<file path="config.mk">
export PLATFORM = sky130hd
export DESIGN_NAME = decode_stage
export DESIGN_NICKNAME = d
export VERILOG_FILES = /design/src/rtl/decode_stage.sv
export SDC_FILE = /design/constraint.sdc
export NUM_CORES = 1
export LEC_CHECK = 0
export ABC_AREA = 1
export ABC_CLOCK_PERIOD_IN_PS = 1870
export BUFFER_PORTS_ARGS = -buffer_cell sky130_fd_sc_hd__clkbuf_2
export CAP_MARGIN = 25
export CORE_ASPECT_RATIO = 1.75
export CORE_MARGIN = 1
export CORE_UTILIZATION = 44
export CTS_CLUSTER_SIZE = 10
export DETAILED_ROUTE_END_ITERATION = 10
export PLACE_DENSITY_LB_ADDON = 0.15
export SYNTH_ARGS = -nofsm -noshare
export SYNTH_HDL_FRONTEND = slang
export SYNTH_SLANG_ARGS = --single-unit
</file>
<file path="constraint.sdc">
create_clock -name clk -period 1.87 [get_ports clk]
set_clock_uncertainty 0.15 [all_clocks]
set_input_delay 0.2805 -clock clk [delete_from_list [all_inputs] [get_ports clk]]
set_output_delay 0.2805 -clock clk [all_outputs]
set_load 0.01 [all_outputs]
</file>
<file path="src/rtl/decode_stage.sv">
// Registered RV32I/RV64I instruction-decode stage with valid/ready handshake,
// flush, a RUN/HALT state machine and an accepted-instruction counter.
module decode_stage #(
   parameter int XLEN      = 64,
   parameter int CNT_WIDTH = 32
) (
   input  logic                 clk,
   input  logic                 rst,
   input  logic                 in_valid,
   output logic                 in_ready,
   input  logic [31:0]          in_inst,
   input  logic [XLEN-1:0]      in_pc,
   input  logic                 flush,
   output logic                 out_valid,
   input  logic                 out_ready,
   output logic [XLEN-1:0]      out_pc,
   output logic [31:0]          out_inst,
   output logic                 reg_wen,
   output logic [4:0]           reg_waddr,
   output logic [4:0]           reg1_raddr,
   output logic [4:0]           reg2_raddr,
   output logic [2:0]           imm_sel,
   output logic [3:0]           alu_op,
   output logic [1:0]           alu_src_sel,
   output logic                 branch,
   output logic                 jump,
   output logic                 jalr,
   output logic [2:0]           br_cond,
   output logic                 mem_ren,
   output logic                 mem_wen,
   output logic [1:0]           mem_size,
   output logic                 mem_unsigned,
   output logic                 word_op,
   output logic                 illegal,
   output logic                 ebreak,
   output logic                 halted,
   output logic [CNT_WIDTH-1:0] dec_count
);
   localparam bit RV64 = (XLEN == 64);

   localparam logic [2:0] IMM_I = 3'd0, IMM_S = 3'd1, IMM_B = 3'd2, IMM_U = 3'd3, IMM_J = 3'd4;
   localparam logic [3:0] ALU_ADD = 4'd0, ALU_SUB = 4'd1, ALU_AND = 4'd2, ALU_OR = 4'd3,
                          ALU_XOR = 4'd4, ALU_SLL = 4'd5, ALU_SRL = 4'd6, ALU_SRA = 4'd7,
                          ALU_SLT = 4'd8, ALU_SLTU = 4'd9;
   localparam logic [1:0] SRC_REG = 2'd0, SRC_IMM = 2'd1, SRC_FOUR_PC = 2'd2, SRC_IMM_PC = 2'd3;

   typedef struct packed {
      logic       wen;
      logic [4:0] waddr;
      logic [4:0] raddr1;
      logic [4:0] raddr2;
      logic [2:0] imm_sel;
      logic [3:0] alu_op;
      logic [1:0] src_sel;
      logic       branch;
      logic       jump;
      logic       jalr;
      logic [2:0] br_cond;
      logic       mem_ren;
      logic       mem_wen;
      logic [1:0] mem_size;
      logic       mem_unsigned;
      logic       word_op;
      logic       illegal;
      logic       ebreak;
   } bundle_t;

   typedef enum logic {RUN, HALT} state_t;

   state_t                state_reg;
   logic                  valid_reg;
   bundle_t               bundle_reg;
   bundle_t               dec;
   logic [XLEN-1:0]       pc_reg;
   logic [31:0]           inst_reg;
   logic [CNT_WIDTH-1:0]  count_reg;
   logic                  accept;
   logic                  bad;

   logic [6:0] opcode;
   logic [2:0] funct3;
   logic [6:0] funct7;
   logic [5:0] funct6;
   logic [4:0] rd, rs1, rs2;
   logic       shift_ok, op_ok;

   assign opcode = in_inst[6:0];
   assign rd     = in_inst[11:7];
   assign funct3 = in_inst[14:12];
   assign rs1    = in_inst[19:15];
   assign rs2    = in_inst[24:20];
   assign funct7 = in_inst[31:25];
   assign funct6 = in_inst[31:26];

   // Immediate shifts: 6-bit shamt on RV64 leaves funct6 as the qualifier.
   assign shift_ok = RV64 ? (funct6 == 6'b000000 || (funct3 == 3'd5 && funct6 == 6'b010000))
                          : (funct7 == 7'h00 || (funct3 == 3'd5 && funct7 == 7'h20));
   assign op_ok    = (funct7 == 7'h00) || (funct7 == 7'h20 && (funct3 == 3'd0 || funct3 == 3'd5));

   function automatic logic [3:0] alu_of(input logic [2:0] f3, input logic alt);
      case (f3)
         3'd0:    alu_of = alt ? ALU_SUB : ALU_ADD;
         3'd1:    alu_of = ALU_SLL;
         3'd2:    alu_of = ALU_SLT;
         3'd3:    alu_of = ALU_SLTU;
         3'd4:    alu_of = ALU_XOR;
         3'd5:    alu_of = alt ? ALU_SRA : ALU_SRL;
         3'd6:    alu_of = ALU_OR;
         default: alu_of = ALU_AND;
      endcase
   endfunction

   always_comb begin
      dec = '0;
      bad = 1'b0;
      case (opcode)
         7'h37: begin dec.wen = 1'b1; dec.waddr = rd; dec.imm_sel = IMM_U; dec.src_sel = SRC_IMM; end
         7'h17: begin dec.wen = 1'b1; dec.waddr = rd; dec.imm_sel = IMM_U; dec.src_sel = SRC_IMM_PC; end
         7'h6F: begin
            dec.wen = 1'b1; dec.waddr = rd; dec.imm_sel = IMM_J;
            dec.src_sel = SRC_FOUR_PC; dec.jump = 1'b1;
         end
         7'h67: begin
            bad = (funct3 != 3'd0);
            dec.wen = 1'b1; dec.waddr = rd; dec.raddr1 = rs1; dec.imm_sel = IMM_I;
            dec.src_sel = SRC_FOUR_PC; dec.jump = 1'b1; dec.jalr = 1'b1;
         end
         7'h63: begin
            bad = (funct3 == 3'd2 || funct3 == 3'd3);
            dec.raddr1 = rs1; dec.raddr2 = rs2; dec.imm_sel = IMM_B; dec.alu_op = ALU_SUB;
            dec.src_sel = SRC_REG; dec.branch = 1'b1; dec.br_cond = funct3;
         end
         7'h03: begin
            bad = (funct3 == 3'd7) || (!RV64 && (funct3 == 3'd3 || funct3 == 3'd6));
            dec.wen = 1'b1; dec.waddr = rd; dec.raddr1 = rs1; dec.imm_sel = IMM_I;
            dec.src_sel = SRC_IMM; dec.mem_ren = 1'b1;
            dec.mem_size = funct3[1:0]; dec.mem_unsigned = funct3[2];
         end
         7'h23: begin
            bad = funct3[2] || (!RV64 && funct3 == 3'd3);
            dec.raddr1 = rs1; dec.raddr2 = rs2; dec.imm_sel = IMM_S;
            dec.src_sel = SRC_IMM; dec.mem_wen = 1'b1; dec.mem_size = funct3[1:0];
         end
         7'h13: begin
            bad = (funct3 == 3'd1 || funct3 == 3'd5) && !shift_ok;
            dec.wen = 1'b1; dec.waddr = rd; dec.raddr1 = rs1; dec.imm_sel = IMM_I;
            dec.src_sel = SRC_IMM; dec.alu_op = alu_of(funct3, funct3 == 3'd5 && in_inst[30]);
         end
         7'h33: begin
            bad = !op_ok;
            dec.wen = 1'b1; dec.waddr = rd; dec.raddr1 = rs1; dec.raddr2 = rs2;
            dec.src_sel = SRC_REG; dec.alu_op = alu_of(funct3, in_inst[30]);
         end
         7'h1B: begin
            bad = !RV64 || !(funct3 == 3'd0 || ((funct3 == 3'd1 || funct3 == 3'd5) && op_ok));
            dec.wen = 1'b1; dec.waddr = rd; dec.raddr1 = rs1; dec.imm_sel = IMM_I;
            dec.src_sel = SRC_IMM; dec.word_op = 1'b1;
            dec.alu_op = alu_of(funct3, funct3 == 3'd5 && in_inst[30]);
         end
         7'h3B: begin
            bad = !RV64 || !op_ok || !(funct3 == 3'd0 || funct3 == 3'd1 || funct3 == 3'd5);
            dec.wen = 1'b1; dec.waddr = rd; dec.raddr1 = rs1; dec.raddr2 = rs2;
            dec.src_sel = SRC_REG; dec.word_op = 1'b1; dec.alu_op = alu_of(funct3, in_inst[30]);
         end
         7'h0F: bad = (funct3 != 3'd0);
         7'h73: begin
            if (in_inst == 32'h0010_0073) dec.ebreak = 1'b1;
            else bad = 1'b1;
         end
         default: bad = 1'b1;
      endcase
      // An illegal bundle carries no side effects at all.
      if (bad) begin
         dec = '0;
         dec.illegal = 1'b1;
      end
      if (dec.waddr == 5'd0) dec.wen = 1'b0;
   end

   assign in_ready = (state_reg == RUN) && (!valid_reg || out_ready);
   assign accept   = in_valid && in_ready && !flush;

   always_ff @(posedge clk) begin
      if (rst) begin
         state_reg  <= RUN;
         valid_reg  <= 1'b0;
         bundle_reg <= '0;
         pc_reg     <= '0;
         inst_reg   <= '0;
         count_reg  <= '0;
      end else begin
         if (accept) begin
            bundle_reg <= dec;
            pc_reg     <= in_pc;
            inst_reg   <= in_inst;
            count_reg  <= count_reg + CNT_WIDTH'(1);
            if (dec.illegal || dec.ebreak) state_reg <= HALT;
         end
         if (flush)          valid_reg <= 1'b0;
         else if (accept)    valid_reg <= 1'b1;
         else if (out_ready) valid_reg <= 1'b0;
      end
   end

   assign out_valid    = valid_reg;
   assign out_pc       = pc_reg;
   assign out_inst     = inst_reg;
   assign reg_wen      = bundle_reg.wen;
   assign reg_waddr    = bundle_reg.waddr;
   assign reg1_raddr   = bundle_reg.raddr1;
   assign reg2_raddr   = bundle_reg.raddr2;
   assign imm_sel      = bundle_reg.imm_sel;
   assign alu_op       = bundle_reg.alu_op;
   assign alu_src_sel  = bundle_reg.src_sel;
   assign branch       = bundle_reg.branch;
   assign jump         = bundle_reg.jump;
   assign jalr         = bundle_reg.jalr;
   assign br_cond      = bundle_reg.br_cond;
   assign mem_ren      = bundle_reg.mem_ren;
   assign mem_wen      = bundle_reg.mem_wen;
   assign mem_size     = bundle_reg.mem_size;
   assign mem_unsigned = bundle_reg.mem_unsigned;
   assign word_op      = bundle_reg.word_op;
   assign illegal      = bundle_reg.illegal;
   assign ebreak       = bundle_reg.ebreak;
   assign halted       = (state_reg == HALT);
   assign dec_count    = count_reg;
endmodule
</file>
# Yosys cells after proc, flatten, opt, wreduce, memory -nomap -nowiden
# Cells that the tools add are included.
# W data, S select, Z words.
# totals
regBits,169
latch_bits,0
ram_bits,0
romBits,0
inputBits,101
output_inout_bits,170
elab_cells,122
n_memories,0
# classes
n_addsub,1
multipliers,0
n_div,0
n_lt_le_gt_ge,0
eq_ne,23
shift,0
n_mux,29
n_bitwise,1
n_reduce_logical,45
# op_table
operator,count
$pmux W4 S7,2
$mux W39,1
$eq A7 B6 Y1 const B,5
$add A32 B1 Y32 const B,1
$eq A32 B21 Y1 const B,1
$eq A7 B7 Y1 const B,4
$eq A7 B5 Y1 const B,3
$mux W1,17
$reduce_or A2 Y1,8
$eq A3 B3 Y1 const B,4
$pmux W3 S4,1
$pmux W4 S3,1
$logic_or A1 B1 Y1,11
$mux W5,2
$pmux W1 S10,1
$reduce_or A9 Y1,1
$logic_and A1 B1 Y1,8
$reduce_or A8 Y1,1
$eq A7 B2 Y1 const B,1
$eq A7 B4 Y1 const B,1
$logic_not A7 Y1,1
$eq A3 B2 Y1 const B,2
$eq A6 B5 Y1 const B,1
$logic_not A1 Y1,6
other kinds (15),15

# Depth between registers and ports, before layout
# Gate-level depths: netlist of run 1.
# logic_depth
word_depth,11
depth_mapped,15
ltp_nobuf,15

# Worst setup path after synthesis of run 1
# OpenSTA, ideal clock, no wires.
# synth_path
path_type,register to register
startpoint,reg valid_reg (netlist: out_valid)
endpoint,reg count_reg[29] (netlist: dec_count[29])
setup_ps,113
t_arrival_ps,1586
required_ps,1607
path_slack_ps,21
stages_incl_launch_ff,13
n_path_buf,0
synth_period_minus_slack_ps,1849
cell_sequence,dfxtp_1 > inv_1 > nor2_1 > nor2_2 > nand3_1 > nor2_2 > nand2_2 > nor2_4 > nand3_2 > nor2_4 > nand2_1 > o21ai_1 > nor2_1
# synth_between
elab_chain_len,5
# synth_rtl
item,line_no,text
"start, declared",71,logic valid_reg;
"start signal, assigned",186,valid_reg <= 1'b0;
"start signal, assigned",199,if (flush) valid_reg <= 1'b0;
"start signal, assigned",200,else if (accept) valid_reg <= 1'b1;
$logic_not A1 Y1,180,assign in_ready = (state_reg == RUN) && (!valid_reg || out_ready);
$logic_or A1 B1 Y1,180,
$logic_and A1 B1 Y1,180,
named net in_ready,10,"output logic in_ready,"
$logic_and A1 B1 Y1 (2 in series),181,assign accept = in_valid && in_ready && !flush;
"end signal, assigned",196,count_reg <= count_reg + CNT_WIDTH'(1);
"end, declared",76,logic [CNT_WIDTH-1:0] count_reg;
# The timed path passes the listed nets, and every way through them passes these cells.
# A chain may end at the register's enable or synchronous reset.

# Final worst setup path of run 1
# layout_path
startpoint,reg valid_reg (netlist: out_valid)
endpoint,reg count_reg[28] (netlist: dec_count[28])
# layout_between
elab_chain_len,5
# layout_rtl
item,line_no
$logic_not A1 Y1,180
$logic_or A1 B1 Y1,180
$logic_and A1 B1 Y1,180
$logic_and A1 B1 Y1 (2 in series),181
# No other way between the ends.

==> results of run 1 <==
==> routing by layer <==
layer	routed length [um]	part of all wire, %	global-route usage [%]	vias to the layer above
met3	1440	5.9	7.37	83
li1	-	-	-	4059
met4	1380	5.6	17.9	0
met5	0	0	0	-
met1	8900	36	29.7	3754
met2	12900	52	53.2	300
==> layout by cell type (no fill, tap or decap), types with 4 or more instances in the layout <==
cell             n
nand2_2         10
nor3_2           8
nand2_1        286
nand3_1         32
nand3_2          5
inv_1           62
buf_4           99
dlygate4sd3_1   75
clkbuf_16       17
nand4_1         22
nor3_1          18
o21ai_1          4
buf_6            7
nor2_1          66
xor2_1           8
inv_2           15
clkbuf_2       269
buf_12           8
dfxtp_1        160
a21oi_1        156
o21ai_0         19
nor2_2           8
dfxtp_2          8
inv_6            6
nor2_4           9
==> logic make-up after synthesis <==
| logic type | Yosys count | share of synthesized area, % |
|---|---|---|
| and+or+nand+nor | 477 | 29.3 |
| AOI/OAI and AO/OA | 197 | 14.3 |
| DFF | 169 | 47.8 |
| buffers and inverters | 129 | 7.24 |
| xor gates and xnor gates | 9 | 1.11 |
| adders and majority gates | 1 | 0.177 |
==> flip-flops by register name, indices dropped and copies added, names as in the netlist, 2 cells and up <==
signal / cells
alu_op: 4
out_pc: 64
out_inst: 32
reg2_raddr: 5
reg_waddr: 5
imm_sel: 3
reg1_raddr: 5
mem_size: 2
alu_src_sel: 2
dec_count: 32
br_cond: 3
==> worst reg2reg max path: stages (launching register included) <==
cell and delay [ns]:
dfxtp_2 0.32, inv_2 0.06, nor2_4 0.04, nor2_4 0.10, nand3_4 0.16, nor2_4 0.15, nand4_1 0.17, nor3_2 0.25
buf_4 0.17, nand2_4 0.05, o21ai_2 0.15, a21oi_2 0.04
==> what timing repair did <==
action                                 in CTS  in global routing
pin swaps                                   0                 12
hold buffers                               75                  0
setup endpoints to repair                  69                 95
resized for setup                          13                 73
endpoints found under the hold margin      79                  0
setup buffers                               0                  4
cloned                                      1                  0
==> cell type report <==
type	instances	area share [%]
flip-flops and latches	169	30.6
multi-input cells	684	30.5
repair buffers	462	28.6
clock buffers	19	4.07
inverters	80	2.77
well taps	189	2.13
clock inverters	13	1.41
==> metrics by stage <==
step,hold slack [ns],std cells
after floorplan,0.270,982
after global placement,0.286,1504
after detailed placement,0.292,1504
after CTS,0.0133,1612
after global routing,0.0258,1616
final,0.0188,1616
==> worst max path at each step <==
stage                    end  slack [ns]  cells past startpoint
2_1_floorplan  dec_count[29]        0.02                     12
3_3_place_gp       alu_op[2]       -0.18                     13
3_5_place_dp         reg_wen       -0.24                     13
4_1_cts        dec_count[28]       -0.03                     11
5_1_grt        dec_count[29]       -0.13                     12
6_report       dec_count[28]       -0.04                     11
==> power groups by stage <==
stage / clock network [mW] / logic, mW / registers, mW
CTS: 3.73 / 1.09 / 3.78
global placement: 0 / 0.939 / 3.86
global route: 3.88 / 1.22 / 3.80
detailed placement: 0 / 0.940 / 3.86
floorplan: 0 / 0.390 / 3.92
finish: 3.66 / 1.13 / 3.78
==> qor.txt, run 1 <==
Status - complete, but fails checks
Failing checks - design-rule violations, negative setup slack
Antenna Nets Post-Route - 0
Int Pwr - 6.33 mW
Core area - 15800 um^2
Hold path cells - 4
Longest Clk Path Bufs - 2
Diodes inserted - 0
Nets - 1516
Root buffer cell - clkbuf_16
Fraction of power spent switching nets - 26.2%
Initial DRC Count - 465
Synth Net Count - 1084
Number of synthesized register bits - 169
Combinational Power Share - 13.1%
R2R Path End - dec_count[28]
DRT Pass-1 Iters - 9
RSZ-0062 raised after global routing - true
NetSw - 2.24 mW
FFs w/ async S/R, synth - 0%
Top delay family on crit path - simple AND/OR/NAND/NOR gates
Sink Count - 169
Yosys warnings - 0
Critical Path Slowest Stage Cell - dfxtp_2
CP startpoint - out_valid
Main synth FF type - dfxtp_1
Top-level I/O count - 271
Die Span Y - 170 um
Critical Path Source Type - flop
CP Data Required Time - 2.04 ns
Total global routing overflow - 0
Setup TNS - -0.0884 ns
Initial antenna violation count - 0
Worst-path cell chain - inv_2, nor2_4, nor2_4, nand3_4, nor2_4, nand4_1, nor3_2, buf_4, nand2_4, o21ai_2, a21oi_2
First-pass GRT wire length - 38300 um
Worst path bufs/invs - 2
Worst rel slew slack - 60.6%
Power Total - 8.57 mW
Top cells by area, synth - dfxtp_1, nand2_1, a21oi_1, nor2_1, inv_1
Mapped Cells - 982
Gpl congestion - 0.971
Maximum VDD drop - 702 uV
Synth cell count leaders - nand2_1, dfxtp_1, a21oi_1
Routed wire length - 24600 um
Total die area - 16600 um^2
Flop2flop setup slack - -0.04 ns
Num CTS Buffers - 17
Beginning of the worst hold path - flush
Global Route Usage Sum - 29.3%
Least-Margin Pin Slew - 0.589 ns
# setup viols final - 3
R2R cell count - 11
Most Frequent Cell on Critical Path - nor2_4
Post-synth EDFFs - 0
Hold crit path type - in -> reg
CTS tree - yes
DP Area - 9410 um^2
RR Startpoint - out_valid
Final Max Tran Viols - 0
Pin count of the biggest net entering global routing - 73
Cell Area, Synth - 7070 um^2
Hold EP - out_valid
Minimum clock period - 1.91 ns
CP max stage delay - 0.32 ns
Starting density of the core - 44.8%
Vias in the first global route - 8006
Worst Slack Setup Final - -0.0378 ns
H-tree lvl count - 4
Fin crit share - 102%
Final core utilization - 70.4%
Fillcell total - 1345
Max Cap Viol - 0
Area growth syn-to-layout - 57.2%
Via Count - 8196
Seq/Total Area, Yosys - 47.8%
Layout cells sized above 1 - 35.3%
Lkg Pwr - 5.06 nW
I/O Buffers - 270
Reg clk slew, reported paths - 0.07 ns
DPL Wire Length - 17000 um
P per Cell Area - 771 nW/um^2
Post-detailed-route DRC marker count - 22
Yosys cell types - 36
Post-synth top area share - 47.8%
Clock power share - 42.7%
Hold Fails Final Rpt - 0
Die Width - 97.8 um
Via/cell ratio - 5.07
Crit Path Category - reg -> reg
CP endpoint kind - flop
Peak Freq - 524 MHz
Top cell type by total area after synthesis - dfxtp_1
WL/cell - 15.2 um
Skew-Pair Late Insertion Delay - 0.43 ns
Top-count cell post-synth - nand2_1
Worst Path Arrival - 2.08 ns
Syn Area/Cell - 7.20 um^2
Cell Rows - 61
Pre-CTS setup slack - -0.244 ns
Multi-input gate area - 3390 um^2
Crit-path max FO - 5
Final Cell Area - 11100 um^2
Reg power frac - 44.1%
Sequential cell area - 3400 um^2
(Power assumes the default switching activity.)
==> run 2: changes to the inputs <==
--- a/config.mk
+++ b/config.mk
@@ -14,7 +14,8 @@
 export CORE_UTILIZATION = 44
 export CTS_CLUSTER_SIZE = 10
 export DETAILED_ROUTE_END_ITERATION = 10
-export PLACE_DENSITY_LB_ADDON = 0.15
+export PLACE_DENSITY = 0.73
+export SKIP_CTS_REPAIR_TIMING = 1
 export SYNTH_ARGS = -nofsm -noshare
 export SYNTH_HDL_FRONTEND = slang
 export SYNTH_SLANG_ARGS = --single-unit
==> run 2 against run 1 <==
Effect of this change: the run ends with design-rule violations, negative hold slack, negative setup slack left; maximum frequency decreased by 0.69%; utilization decreased by 1.9 points; die area stayed put; total power decreased by 2.7%; routed wire length rose by 1.7%; combinational power about the same; critical path depth rose by 1; largest cell class unchanged.
==> qor.txt, run 2 (synthesized netlist as in run 1, its figures left out) <==
DP Area - 9290 um^2
Vias in the first global route - 7272
R2R cell count - 12
Top-level I/O count - 271
Status - complete, but fails checks
Critical Path Stages - 12
Via Count - 8263
DP Cell Count - 1486
Crit Path Category - reg -> reg
Worst-path cell chain - inv_2, nor2_4, nor2_4, nand3_4, nor2_4, nand2_2, nor2_4, nand3_4, nor2_4, nand2_1, o21ai_1, nor2_1
CTS tree - yes
Area growth syn-to-layout - 53.0%
Final Cell Area - 10800 um^2
Commonest cells after routing, fill and taps aside - nand2_1, clkbuf_2, dfxtp_1
Pin count of the biggest net entering global routing - 79
Max Cap Viol - 0
Critical Path Source Type - flop
Flop2flop setup slack - -0.05 ns
Starting density of the core - 44.8%
Worst Slack Setup Final - -0.0510 ns
Crit-path max FO - 5
Gpl congestion - 0.971
Global Route Usage Sum - 26.5%
Final core utilization - 68.5%
CP endpoint kind - flop
DRT Pass-1 Iters - 8
Critical Path Slowest Stage Cell - dfxtp_2
Fin crit share - 103%
Cell Rows - 61
Maximum VDD drop - 707 uV
Lkg Pwr - 4.90 nW
First-pass GRT wire length - 34800 um
DPL Wire Length - 17000 um
R2R Path End - dec_count[29]
Worst Path Arrival - 2.10 ns
Largest register FFs - 64
Worst path bufs/invs - 1
Hold Fails Final Rpt - 6
Sink Count - 169
Final hold slack - -0.0273 ns
P per Cell Area - 771 nW/um^2
Final Max Tran Viols - 0
Reg clk slew, reported paths - 0.08 ns
Total die area - 16600 um^2
Critical Path End - dec_count[29]
CP max stage delay - 0.32 ns
Diodes inserted - 0
Num CTS Buffers - 17
RR Startpoint - out_valid
Hold crit path type - in -> reg
Most Frequent Cell on Critical Path - nor2_4
Top delay family on crit path - simple AND/OR/NAND/NOR gates
Core area - 15800 um^2
Via/cell ratio - 5.18
Initial antenna violation count - 0
Initial DRC Count - 442
Minimum clock period - 1.92 ns
Layout cells sized above 1 - 32.8%
Least-Margin Pin Slew - 0.519 ns
Longest Clk Path Bufs - 2
Total global routing overflow - 0
CP Data Required Time - 2.05 ns
Skew-Pair Late Insertion Delay - 0.42 ns
Fillcell total - 1323
Post-detailed-route DRC marker count - 20
Worst rel slew slack - 65.4%
Die Span Y - 170 um
I/O Buffers - 270
Routed wire length - 25000 um
WL/cell - 15.7 um
# setup viols final - 2
Nets - 1496
CP startpoint - out_valid
Die Width - 97.8 um
Leading cell type in the layout, fill and taps excluded - nand2_1
Antenna Nets Post-Route - 0
Final non-filler cell total - 1596
H-tree lvl count - 4
RSZ-0062 raised after global routing - true
Peak Freq - 521 MHz
Root buffer cell - clkbuf_16
Failing checks - design-rule violations, negative hold slack, negative setup slack
[run 2: changes by cell type in the layout (fill, tap and decap cells not counted), moves of 4 or more]
cell and delta:
buf_6 -4, dfxtp_2 -6, nor2_1 +4, dfxtp_1 +7
nand2_2 -4, nand2_1 +4, buf_4 -15
[run 2: routing by layer]
layer	share of wire, %	GRT usage (%)	vias to the layer above	routed length (um)
met5	0	0	-	0
met4	6.3	18.1	0	1580
met3	6.1	5.48	111	1530
met2	52	48.9	375	13100
met1	35	26.4	3767	8850
li1	-	-	4010	-
[run 2: per-stage QoR]
stage | hold WS, ns | TNS [ns] | setup slack [ns] | total power, mW
CTS | -0.0872 | -0.600 | -0.0984 | 8.23
floorplan | 0.270 | 0 | 0.0210 | 4.31
global placement | 0.288 | -3.72 | -0.116 | 4.77
global route | 0.0000822 | -1.28 | -0.158 | 8.61
detailed placement | 0.298 | -5.08 | -0.158 | 4.78
finish | -0.0273 | -0.0939 | -0.0510 | 8.34
[run 2: final cells by class]
type                       count  area [um^2]  share of cell area [%]
tap                          189          236                    2.19
timing repair buffer         442         2990                    27.6
clock buffer                  17          425                    3.93
inverter                      80          303                    2.80
sequential                   169         3390                    31.3
clock inverter                15          158                    1.46
multi-input combinational    684         3320                    30.7
[run 2: worst min-delay path by stage]
stage / start / end / slack, ns / depth (start not counted)
final: in_inst[7] / reg_waddr[0] / -0.03 / 3
after global routing: in_inst[7] / reg_waddr[0] / 0.00008 / 3
after CTS: in_pc[28] / out_pc[28] / -0.09 / 3
after detailed placement: branch / branch / 0.30 / 2
after global placement: branch / branch / 0.29 / 2
after floorplan: in_inst[4] / out_inst[4] / 0.27 / 2
[run 2: report_power, final]
part           leakage, nW  switching [mW]  internal, mW
clock network        0.284            1.67          1.79
logic                 3.24           0.604         0.493
registers             1.37          0.0671          3.72
total                 4.90            2.34          6.00
[run 2: tightest hold or removal path, cell delays in order]
cell	delay [ns]
clkbuf_2	0.09
nand4_1	0.07
a21oi_1	0.06
